## src/rtl/div_32_seq.sv

```systemverilog
// -----------------------------------------------------------------------------
// div_32_seq
//
// Multi-cycle 32-bit restoring divider for the ALU. A division is requested
// with a start pulse while idle. It then runs for a fixed number of cycles:
// one accepting edge, 32 iteration edges, one sign-fix edge and one DONE
// cycle. The quotient drives the low half of the Z result register and the
// remainder drives the high half.
//
// Configuration macro:
//   DIV_SIGNED_EN  defined   -> two's-complement signed division. The
//                               quotient truncates toward zero and the
//                               remainder takes the sign of the dividend.
//                  undefined -> unsigned division. The FIX state still runs
//                               as a pass-through, so latency is identical.
//
// Ports:
//   clock        in   rising-edge clock
//   clear        in   synchronous active-low reset
//   start        in   division request, sampled only in IDLE
//   Ra           in   dividend, latched on the accepting edge
//   Rb           in   divisor, latched on the accepting edge
//   busy         out  high whenever the state is not IDLE
//   done         out  one-cycle pulse; Zlow/Zhigh are valid from this cycle
//   Zlow         out  quotient
//   Zhigh        out  remainder
//   div_by_zero  out  set with done when Rb was 0; held until the next start
// -----------------------------------------------------------------------------
module div_32_seq #(
  parameter int WIDTH = 32
) (
  input  logic             clock,
  input  logic             clear,
  input  logic             start,
  input  logic [WIDTH-1:0] Ra,
  input  logic [WIDTH-1:0] Rb,
  output logic             busy,
  output logic             done,
  output logic [WIDTH-1:0] Zlow,
  output logic [WIDTH-1:0] Zhigh,
  output logic             div_by_zero
);

  typedef enum logic [1:0] {
    ST_IDLE = 2'd0,
    ST_CALC = 2'd1,
    ST_FIX  = 2'd2,
    ST_DONE = 2'd3
  } state_t;

  state_t      state_r, state_s;
  logic [4:0]  cnt_r, cnt_s;
  logic [31:0] rem_r, rem_s;
  logic [31:0] quo_r, quo_s;
  logic [31:0] div_r, div_s;
  logic [31:0] zlow_r, zlow_s;
  logic [31:0] zhigh_r, zhigh_s;
  logic        dbz_r, dbz_s;
  logic        busy_r, busy_s;
  logic        done_r, done_s;
  logic        accept_s;

  // Operand magnitudes loaded on accept, and FIX-stage results.
  logic [31:0] dvd_mag_s;
  logic [31:0] dvs_mag_s;
  logic [31:0] fix_quo_s;
  logic [31:0] fix_rem_s;

  // One restoring-division step.
  logic [32:0] partial_s;
  logic [32:0] diff_s;
  logic        take_s;
  logic [31:0] rem_step_s;
  logic [31:0] quo_step_s;

`ifdef DIV_SIGNED_EN
  // Two's-complement negation modulo 2^32.
  function automatic logic [31:0] neg32(input logic [31:0] v);
    neg32 = (~v) + 32'd1;
  endfunction

  // Magnitude of a signed value. abs(0x80000000) wraps to 0x80000000,
  // which the unsigned core reads as 2^31.
  function automatic logic [31:0] abs32(input logic [31:0] v);
    abs32 = v[31] ? neg32(v) : v;
  endfunction

  logic sign_q_r;  // quotient must be negated (operand signs differ)
  logic sign_r_r;  // remainder must be negated (dividend negative)

  assign dvd_mag_s = abs32(Ra);
  assign dvs_mag_s = abs32(Rb);
  assign fix_quo_s = sign_q_r ? neg32(quo_r) : quo_r;
  assign fix_rem_s = sign_r_r ? neg32(rem_r) : rem_r;

  // Capture the operand sign bits on every accepted start.
  always_ff @(posedge clock) begin
    if (!clear) begin
      sign_q_r <= 1'b0;
      sign_r_r <= 1'b0;
    end else if (accept_s) begin
      sign_q_r <= Ra[31] ^ Rb[31];
      sign_r_r <= Ra[31];
    end else begin
      sign_q_r <= sign_q_r;
      sign_r_r <= sign_r_r;
    end
  end
`else
  assign dvd_mag_s = Ra;
  assign dvs_mag_s = Rb;
  assign fix_quo_s = quo_r;
  assign fix_rem_s = rem_r;
`endif

  // Shift {rem, quo} left by one and trial-subtract the divisor. Because the
  // running remainder is always below the divisor, the shifted value fits in
  // 33 bits and bit 32 of the difference is the borrow (negative result).
  always_comb begin
    partial_s  = {rem_r, quo_r[31]};
    diff_s     = partial_s - {1'b0, div_r};
    take_s     = ~diff_s[32];
    rem_step_s = take_s ? diff_s[31:0] : partial_s[31:0];
    quo_step_s = {quo_r[30:0], take_s};
  end

  // Next-state and next-datapath logic for the control FSM.
  always_comb begin
    state_s  = state_r;
    cnt_s    = cnt_r;
    rem_s    = rem_r;
    quo_s    = quo_r;
    div_s    = div_r;
    zlow_s   = zlow_r;
    zhigh_s  = zhigh_r;
    dbz_s    = dbz_r;
    accept_s = 1'b0;

    case (state_r)
      ST_IDLE: begin
        if (start) begin
          accept_s = 1'b1;
          cnt_s    = 5'd0;
          rem_s    = 32'd0;
          quo_s    = dvd_mag_s;
          div_s    = dvs_mag_s;
          if (Rb == 32'd0) begin
            // Divide by zero skips the iterations; Zhigh returns the raw Ra.
            state_s = ST_DONE;
            zlow_s  = 32'hFFFF_FFFF;
            zhigh_s = Ra;
            dbz_s   = 1'b1;
          end else begin
            state_s = ST_CALC;
            dbz_s   = 1'b0;
          end
        end else begin
          state_s = ST_IDLE;
        end
      end

      ST_CALC: begin
        rem_s = rem_step_s;
        quo_s = quo_step_s;
        if (cnt_r == 5'd31) begin
          state_s = ST_FIX;
        end else begin
          cnt_s = cnt_r + 5'd1;
        end
      end

      ST_FIX: begin
        zlow_s  = fix_quo_s;
        zhigh_s = fix_rem_s;
        state_s = ST_DONE;
      end

      ST_DONE: begin
        state_s = ST_IDLE;
      end

      default: begin
        state_s = ST_IDLE;
      end
    endcase

    // DONE always exits after one cycle, so "next is DONE" marks exactly the
    // edge that enters it; this keeps done and busy as registered outputs.
    busy_s = (state_s != ST_IDLE);
    done_s = (state_s == ST_DONE);
  end

  // FSM state register.
  always_ff @(posedge clock) begin
    if (!clear) begin
      state_r <= ST_IDLE;
    end else begin
      state_r <= state_s;
    end
  end

  // Datapath, result and status registers.
  always_ff @(posedge clock) begin
    if (!clear) begin
      cnt_r   <= 5'd0;
      rem_r   <= 32'd0;
      quo_r   <= 32'd0;
      div_r   <= 32'd0;
      zlow_r  <= 32'd0;
      zhigh_r <= 32'd0;
      dbz_r   <= 1'b0;
      busy_r  <= 1'b0;
      done_r  <= 1'b0;
    end else begin
      cnt_r   <= cnt_s;
      rem_r   <= rem_s;
      quo_r   <= quo_s;
      div_r   <= div_s;
      zlow_r  <= zlow_s;
      zhigh_r <= zhigh_s;
      dbz_r   <= dbz_s;
      busy_r  <= busy_s;
      done_r  <= done_s;
    end
  end

  assign busy        = busy_r;
  assign done        = done_r;
  assign Zlow        = zlow_r;
  assign Zhigh       = zhigh_r;
  assign div_by_zero = dbz_r;

endmodule

```

## config.mk

```make
export PLATFORM = sky130hd
export DESIGN_NAME = div_32_seq
export DESIGN_NICKNAME = d
export VERILOG_FILES = /design/src/rtl/div_32_seq.sv
export SDC_FILE = /design/constraint.sdc
export NUM_CORES = 1
export LEC_CHECK = 0
export BUFFER_PORTS_ARGS = -buffer_cell sky130_fd_sc_hd__buf_4
export CAP_MARGIN = 10
export CORE_ASPECT_RATIO = 0.9
export CORE_MARGIN = 2
export CORE_UTILIZATION = 62
export CTS_BUF_LIST = sky130_fd_sc_hd__clkbuf_16
export CTS_CLUSTER_SIZE = 28
export DETAILED_ROUTE_END_ITERATION = 6
export GPL_TIMING_DRIVEN = 0
export PLACE_DENSITY = 0.86
export SLEW_MARGIN = 20
export SYNTH_ARGS = -nofsm -noshare
export SYNTH_HDL_FRONTEND = slang
export SYNTH_SLANG_ARGS = --single-unit
```

## constraint.sdc

```tcl
create_clock -name clock -period 5.91 [get_ports clock]
set_input_delay 0.2955 -clock clock [delete_from_list [all_inputs] [get_ports clock]]
set_output_delay 0.2955 -clock clock [all_outputs]
set_load 0.01 [all_outputs]
```

==> metrics, run 1 <==
async set-reset flop share out of synthesis 0; CTS hold repair buffers 0; Clock Tree Root sky130_fd_sc_hd__clkbuf_16; Bufs on Longest Clock Path 2; Crit. Startpoint fix_quo_s[31]; number of fillers in the final layout just over 1000; most common flop cell mapped by yosys sky130_fd_sc_hd__dfxtp_1; most frequent standard cell in the layout excluding fill and tap cells sky130_fd_sc_hd__nand2_1; violations in the final reports DRC; count of standard-cell rows 41; aggregate global routing overflow 0; nets@finish 1314; fraction of power spent switching nets 0.413; global router's overall resource usage 0.332; area occupied by multi-input gates 0.00484 mm²; startpoint of the worst-slack reg-to-reg timing path fix_quo_s[31]; slew at the pin closest to its max-slew limit about 0.76 ns; source-to-sink clock delay at the later pin of the worst-skew pair between 0.4 and 0.5 ns; library cells used by synthesis 67; Clock Skew between 0.009 and 0.01 ns; headroom to the max-slew limit 0.493; count of flip-flops with a built-in enable after synthesis 0; net count after synthesis between 1000 and 1500; kind of end point of the critical path flop; synthesized flop and latch total 170; Die Span X 129 µm; ratio of final minimum period to clock period 0.563; setup repair after global routing missed its margin false; arrival time reported for the critical path endpoint roughly 3.6 ns; detailed-placement wirelength estimate 18900 µm; growth of design area from synthesis to finish 20.7%; outcome finished with violations; Post-route DRC 2; total of cells resized after clock tree synthesis 0; Worst setup SP type flop; number of antenna diodes 0; count of TritonRoute iterations in the first routing pass 7; largest net degree at the start of global routing 19; count of H-tree levels built during CTS 4; Yosys top cell area share 0.388; required time reported for the critical path endpoint 6.22 ns; maximum net fanout on the critical path 4; antenna violations before repair 0; Setup Total Neg Slack 0 ns; power per unit of standard cell area around 470 mW/mm²; net switching power of the design a little over 2000 µW; Max Freq roughly 300 MHz; Critical R2R Capture fix_rem_s[26]; area taken by flip-flops and latches ~0.0034 mm²; leakage power approximately 0.0046 µW; max_cap viols 0; start-to-end type of the worst setup path reg -> reg; clock-pin slew on the worst setup and hold paths about 0.07 ns; maximum ir drop on the vdd rail between 0.0002 and 0.0003 V; clock network fraction of design power 0.218; origin of the worst min-delay path Rb[16]; remaining antenna violation count 0; vias roughly 8400; sequential group share of total power 0.272; vias in the first global route 8029; hold violation total from the final report 0; path type of the worst min-delay path in -> reg; total internal power 2930 µW; clock buffer count from CTS 17; wire length of the first global-routing pass just under 40000 µm; clock sink count 170; most frequent cells in the layout sky130_fd_sc_hd__nand2_1, sky130_fd_sc_hd__dfxtp_1, sky130_fd_sc_hd__buf_4, sky130_fd_sc_hd__nor2_1, sky130_fd_sc_hd__a21oi_1; routed wire length between 20000 and 25000 µm; Yosys warning count 0; Final Max Tran Viols 0; Final Instance Area around 0.011 mm²; post-DR wirelength/cell between 15 and 20 µm; Synth area leader sky130_fd_sc_hd__dfxtp_1; synthesized area per cell about 8.3 µm²; total of buffers placed on input and output ports 133; worst reg-to-reg setup slack around 2.6 ns; Placed Cells incl. Taps ~1400; top area cells in the synthesized netlist sky130_fd_sc_hd__dfxtp_1, sky130_fd_sc_hd__nand2_1, sky130_fd_sc_hd__mux2i_1; overall die height roughly 120 µm; number of cells produced by synthesis 1060; drt via density between 5 and 6; Cells on Worst Hold Path 3; initial standard-cell utilization of the core 0.631; Worst Hold Path EP div_r[16]; area of the die between 0.015 and 0.02 mm²; top-level port count roughly 130; fraction of final layout cells with drive strength greater than 1 0.162; clock tree from TritonCTS done; Post-DP Area roughly 0.010 mm²; number of setup buffers added after CTS 0; Final setup viols 0; gpl congestion 0.915; Initial DRC Count 826; Placement Setup Slack approximately 2.7 ns; clock period minus final worst setup slack 3.33 ns; Worst Reg-to-Reg Cells 12; core area about 0.014 mm²; post-synthesis instance area a little under 0.009 mm²; worst setup slack after layout around 2.6 ns; Core Util, Final 0.761; non-filler instance count after layout 1418; sequential area share after synthesis 0.388; Comb power frac 0.511
cell usage after synthesis, types with 5 or more instances:
cell / count
sky130_fd_sc_hd__nand2_1: 194
sky130_fd_sc_hd__dfxtp_1: 170
sky130_fd_sc_hd__nor2_1: 101
sky130_fd_sc_hd__a21oi_1: 80
sky130_fd_sc_hd__mux2i_1: 59
sky130_fd_sc_hd__clkbuf_1: 53
sky130_fd_sc_hd__inv_1: 46
sky130_fd_sc_hd__ha_1: 34
sky130_fd_sc_hd__a311oi_1: 32
sky130_fd_sc_hd__o221a_1: 32
sky130_fd_sc_hd__a211oi_1: 30
sky130_fd_sc_hd__o21ai_1: 30
sky130_fd_sc_hd__buf_2: 20
sky130_fd_sc_hd__o21ai_0: 15
sky130_fd_sc_hd__nand3_1: 14
sky130_fd_sc_hd__xor2_1: 14
sky130_fd_sc_hd__xnor2_1: 13
sky130_fd_sc_hd__nor3_1: 10
sky130_fd_sc_hd__o211ai_1: 10
sky130_fd_sc_hd__a21o_1: 9
sky130_fd_sc_hd__nand4_1: 9
sky130_fd_sc_hd__nor4_1: 9
sky130_fd_sc_hd__nand2b_1: 7
sky130_fd_sc_hd__and3_1: 5
cells by family (layout without fill, tap and decap cells):
kind of cell / Yosys count / count (layout) / share of synthesized area
AOI/OAI and AO/OA: 275 / 275 / 0.225
xor gates and xnor gates: 27 / 27 / 0.0270
adders and majority gates: 35 / 35 / 0.0508
buffers and inverters: 123 / 288 / 0.0601
DFF: 170 / 170 / 0.388
muxes: 60 / 60 / 0.0687
and+or+nand+nor: 370 / 370 / 0.180
routing by layer:
layer / share of wire / vias up / GRT usage / routed length [µm]
met3: 0.078 / 56 / 0.0568 / 1930
met1: 0.43 / 3858 / 0.434 / 10700
met4: 0.025 / 0 / 0.128 / 607
li1: - / 4084 / - / -
met2: 0.46 / 409 / 0.553 / 11400
met5: 0 / - / 0 / 0
power by group through the flow:
| stage | Combinational [µW] | Sequential (µW) | Clock [µW] |
|---|---|---|---|
| 3_3_place_gp | 2440 | 1370 | 0 |
| 6_report | 2550 | 1360 | 1090 |
| 5_1_grt | 2770 | 1360 | 1130 |
| 2_1_floorplan | 2010 | 1330 | 0 |
| 4_1_cts | 2500 | 1350 | 1080 |
| 3_5_place_dp | 2490 | 1380 | 0 |
final cells by class:
type,instances,share of cell area
Clock buffer,17,0.0402
Inverter,46,0.0163
Tap cell,193,0.0228
Multi-Input combinational cell,767,0.457
Clock inverter,15,0.0142
Timing Repair Buffer,133,0.0944
Buffer,77,0.0335
Sequential cell,170,0.322
registers in the layout (all words and copies together) (netlist names), 2 cells and up:
signal / flops
Zhigh: 32
Zlow: 32
cnt_r: 5
div_r: 32
fix_quo_s: 32
fix_rem_s: 32
state_r: 2
critical path, stage by stage (launching register included):
cell,delay (ns)
sky130_fd_sc_hd__dfxtp_1,0.36
sky130_fd_sc_hd__inv_1,0.11
sky130_fd_sc_hd__ha_1,0.17
sky130_fd_sc_hd__inv_1,0.06
sky130_fd_sc_hd__fa_1,0.42
sky130_fd_sc_hd__a211oi_1,0.37
sky130_fd_sc_hd__o211ai_2,0.18
sky130_fd_sc_hd__a21oi_1,0.37
sky130_fd_sc_hd__o211ai_2,0.18
sky130_fd_sc_hd__o22ai_1,0.42
sky130_fd_sc_hd__nor4_1,0.11
sky130_fd_sc_hd__o31ai_1,0.37
sky130_fd_sc_hd__o21ai_1,0.09
through the flow:
stage / hold WS [ns] / total power (µW)
after floorplan: 0.431 / 3340
after global placement: 0.443 / 3810
after detailed placement: 0.446 / 3860
after CTS: 0.108 / 4940
after global routing: 0.116 / 5260
final: 0.115 / 4990
worst max-delay path by stage:
stage | endpoint | slack (ns)
2_1_floorplan | fix_rem_s[26] | 3.36
5_1_grt | fix_rem_s[26] | 2.35
3_5_place_dp | fix_rem_s[26] | 2.71
6_report | fix_rem_s[26] | 2.58
4_1_cts | fix_rem_s[26] | 2.67
3_3_place_gp | fix_rem_s[26] | 2.79
Power figures use the tool's default switching activity.
==> run 2, diff against run 1 <==
- CORE_UTILIZATION: 62 -> 52
- PLACE_DENSITY: 0.86 -> 0.77
- clock period: 5.91 -> 2.7 ns (I/O delays scaled with it)
==> run 2 against run 1 <==
The run now ends clean; non-clock buffer count grew 74; clock skew grew 0.0011 ns; sequential power grew 120%; setup slack lost 2.5 ns; count of clock-buffer cells in the layout is the same; sequential share of layout area shrank 3.0 points; first-iteration DRC count shrank 16%; utilization shrank 5.9 points; clock power grew 120%; die area grew 19%; critical path type unchanged; critical endpoint is now fix_rem_s[6]; largest power group unchanged; highest routed layer unchanged.
==> metrics, run 2 (synthesized netlist as in run 1, its figures left out) <==
outcome completed; leakage power about 0.005 µW; count of TritonRoute iterations in the first routing pass 6; remaining antenna violation count 0; antenna violations before repair 0; area taken by flip-flops and latches around 0.0034 mm²; power per unit of standard cell area about 1100 mW/mm²; overall die height 127 µm; area occupied by multi-input gates about 0.005 mm²; clock tree from TritonCTS done; setup repair after global routing missed its margin true; detailed-placement wirelength estimate 19300 µm; maximum ir drop on the vdd rail between 0.0008 and 0.0009 V; Clock Skew about 0.011 ns; kind of end point of the critical path flop; Die Span X 141 µm; Max Freq roughly 380 MHz; number of antenna diodes 0; hold violation total from the final report 0; drt via density approximately 5.7; vias 8640; arrival time reported for the critical path endpoint between 2 and 3 ns; number of fillers in the final layout around 1300; clock-pin slew on the worst setup and hold paths around 0.07 ns; Placed Cells incl. Taps 1404; initial standard-cell utilization of the core 0.526; most frequent standard cell in the layout excluding fill and tap cells sky130_fd_sc_hd__nand2_1; Final setup viols 0; clock buffer count from CTS 17; gpl congestion between 0.9 and 1; Worst setup SP type flop; total of buffers placed on input and output ports 133; start-to-end type of the worst setup path reg -> reg; required time reported for the critical path endpoint approximately 3 ns; nets@finish 1388; aggregate global routing overflow 0; Setup Total Neg Slack 0 ns; non-filler instance count after layout around 1500; area of the die 0.0179 mm²; Final Instance Area 0.0117 mm²; Clock Tree Root sky130_fd_sc_hd__clkbuf_16; headroom to the max-slew limit 0.443; top-level port count 134; fraction of final layout cells with drive strength greater than 1 0.213; most frequent cells in the layout sky130_fd_sc_hd__nand2_1, sky130_fd_sc_hd__dfxtp_1, sky130_fd_sc_hd__buf_4, sky130_fd_sc_hd__nor2_1, sky130_fd_sc_hd__a21oi_1; Placement Setup Slack -0.518 ns; global router's overall resource usage 0.293; worst setup slack after layout about 0.042 ns; maximum net fanout on the critical path 8; Bufs on Longest Clock Path 2; wire length of the first global-routing pass roughly 42000 µm; path type of the worst min-delay path in -> reg; count of standard-cell rows 45; core area around 0.017 mm²; source-to-sink clock delay at the later pin of the worst-skew pair around 0.44 ns; clock period minus final worst setup slack between 2 and 3 ns; slew at the pin closest to its max-slew limit between 0.8 and 0.9 ns; ratio of final minimum period to clock period 0.985; Post-DP Area around 0.010 mm²; post-DR wirelength/cell between 15 and 20 µm; Final Max Tran Viols 0; vias in the first global route ~8200; Post-route DRC 0; largest net degree at the start of global routing 20; max_cap viols 0; routed wire length between 20000 and 30000 µm; growth of design area from synthesis to finish 33.5%; clock sink count 170; Initial DRC Count approximately 700; count of H-tree levels built during CTS 4
## run 2: path summary, 6_finish.rpt
| path | from | to | slack, ns | cells after the start |
|---|---|---|---|---|
| worst min-delay path | Ra[21] | fix_quo_s[21] | 0.01 | 3 |
| worst min register to register | div_r[2] | div_r[2] | 0.46 | 2 |
| worst max-delay path | fix_rem_s[11] | fix_rem_s[6] | 0.04 | 12 |
| worst max register to register | fix_rem_s[11] | fix_rem_s[6] | 0.04 | 12 |
## run 2: cell type report
cell class	instances	area share
clock inverter	15	0.0155
sequential	170	0.292
timing repair buffer	208	0.149
buffer	76	0.0311
multi-input combinational	767	0.439
clock buffer	17	0.0363
inverter	46	0.0148
tap	211	0.0226
## run 2: worst max-delay path, stage by stage (launching register included)
cell and delay, ns:
sky130_fd_sc_hd__dfxtp_2 0.36, sky130_fd_sc_hd__ha_1 0.32, sky130_fd_sc_hd__buf_6 0.15, sky130_fd_sc_hd__and4_4 0.20, sky130_fd_sc_hd__and3_4 0.20, sky130_fd_sc_hd__a32oi_4 0.24, sky130_fd_sc_hd__nand3_4 0.12, sky130_fd_sc_hd__a21o_1 0.21
sky130_fd_sc_hd__o311ai_4 0.08, sky130_fd_sc_hd__buf_6 0.21, sky130_fd_sc_hd__buf_12 0.14, sky130_fd_sc_hd__mux2i_2 0.23, sky130_fd_sc_hd__o21ai_1 0.07
## run 2: routing by layer
| layer | track usage | wire length, µm | share of wire |
|---|---|---|---|
| met5 | 0 | 0 | 0 |
| met4 | 0.0694 | 434 | 0.016 |
| met3 | 0.0667 | 1790 | 0.067 |
| met2 | 0.491 | 12500 | 0.46 |
| met1 | 0.388 | 12200 | 0.45 |
## run 2: through the flow
stage               power [µW]   util  hold WS (ns)
finish                   12500  0.702        0.0121
global route             13100  0.702        0.0145
CTS                      12200  0.690      0.000862
detailed placement        8510  0.602         0.399
global placement          8480  0.602         0.395
floorplan                 7320      -         0.271
## run 2: what timing repair did
item,4_1_cts,5_1_grt
gates cloned,2,0
endpoints found under the setup margin,33,64
hold endpoints to repair,59,0
hold buffers,59,0
gates resized for setup,29,59
buffers inserted,13,3
pin swaps,13,19
## run 2: power by group
part           total, µW  leakage [µW]  internal (µW)  switching (µW)
clock               2450      0.000292           1250            1190
sequential          2990       0.00139           2720             266
combinational       7040       0.00326           3380            3660
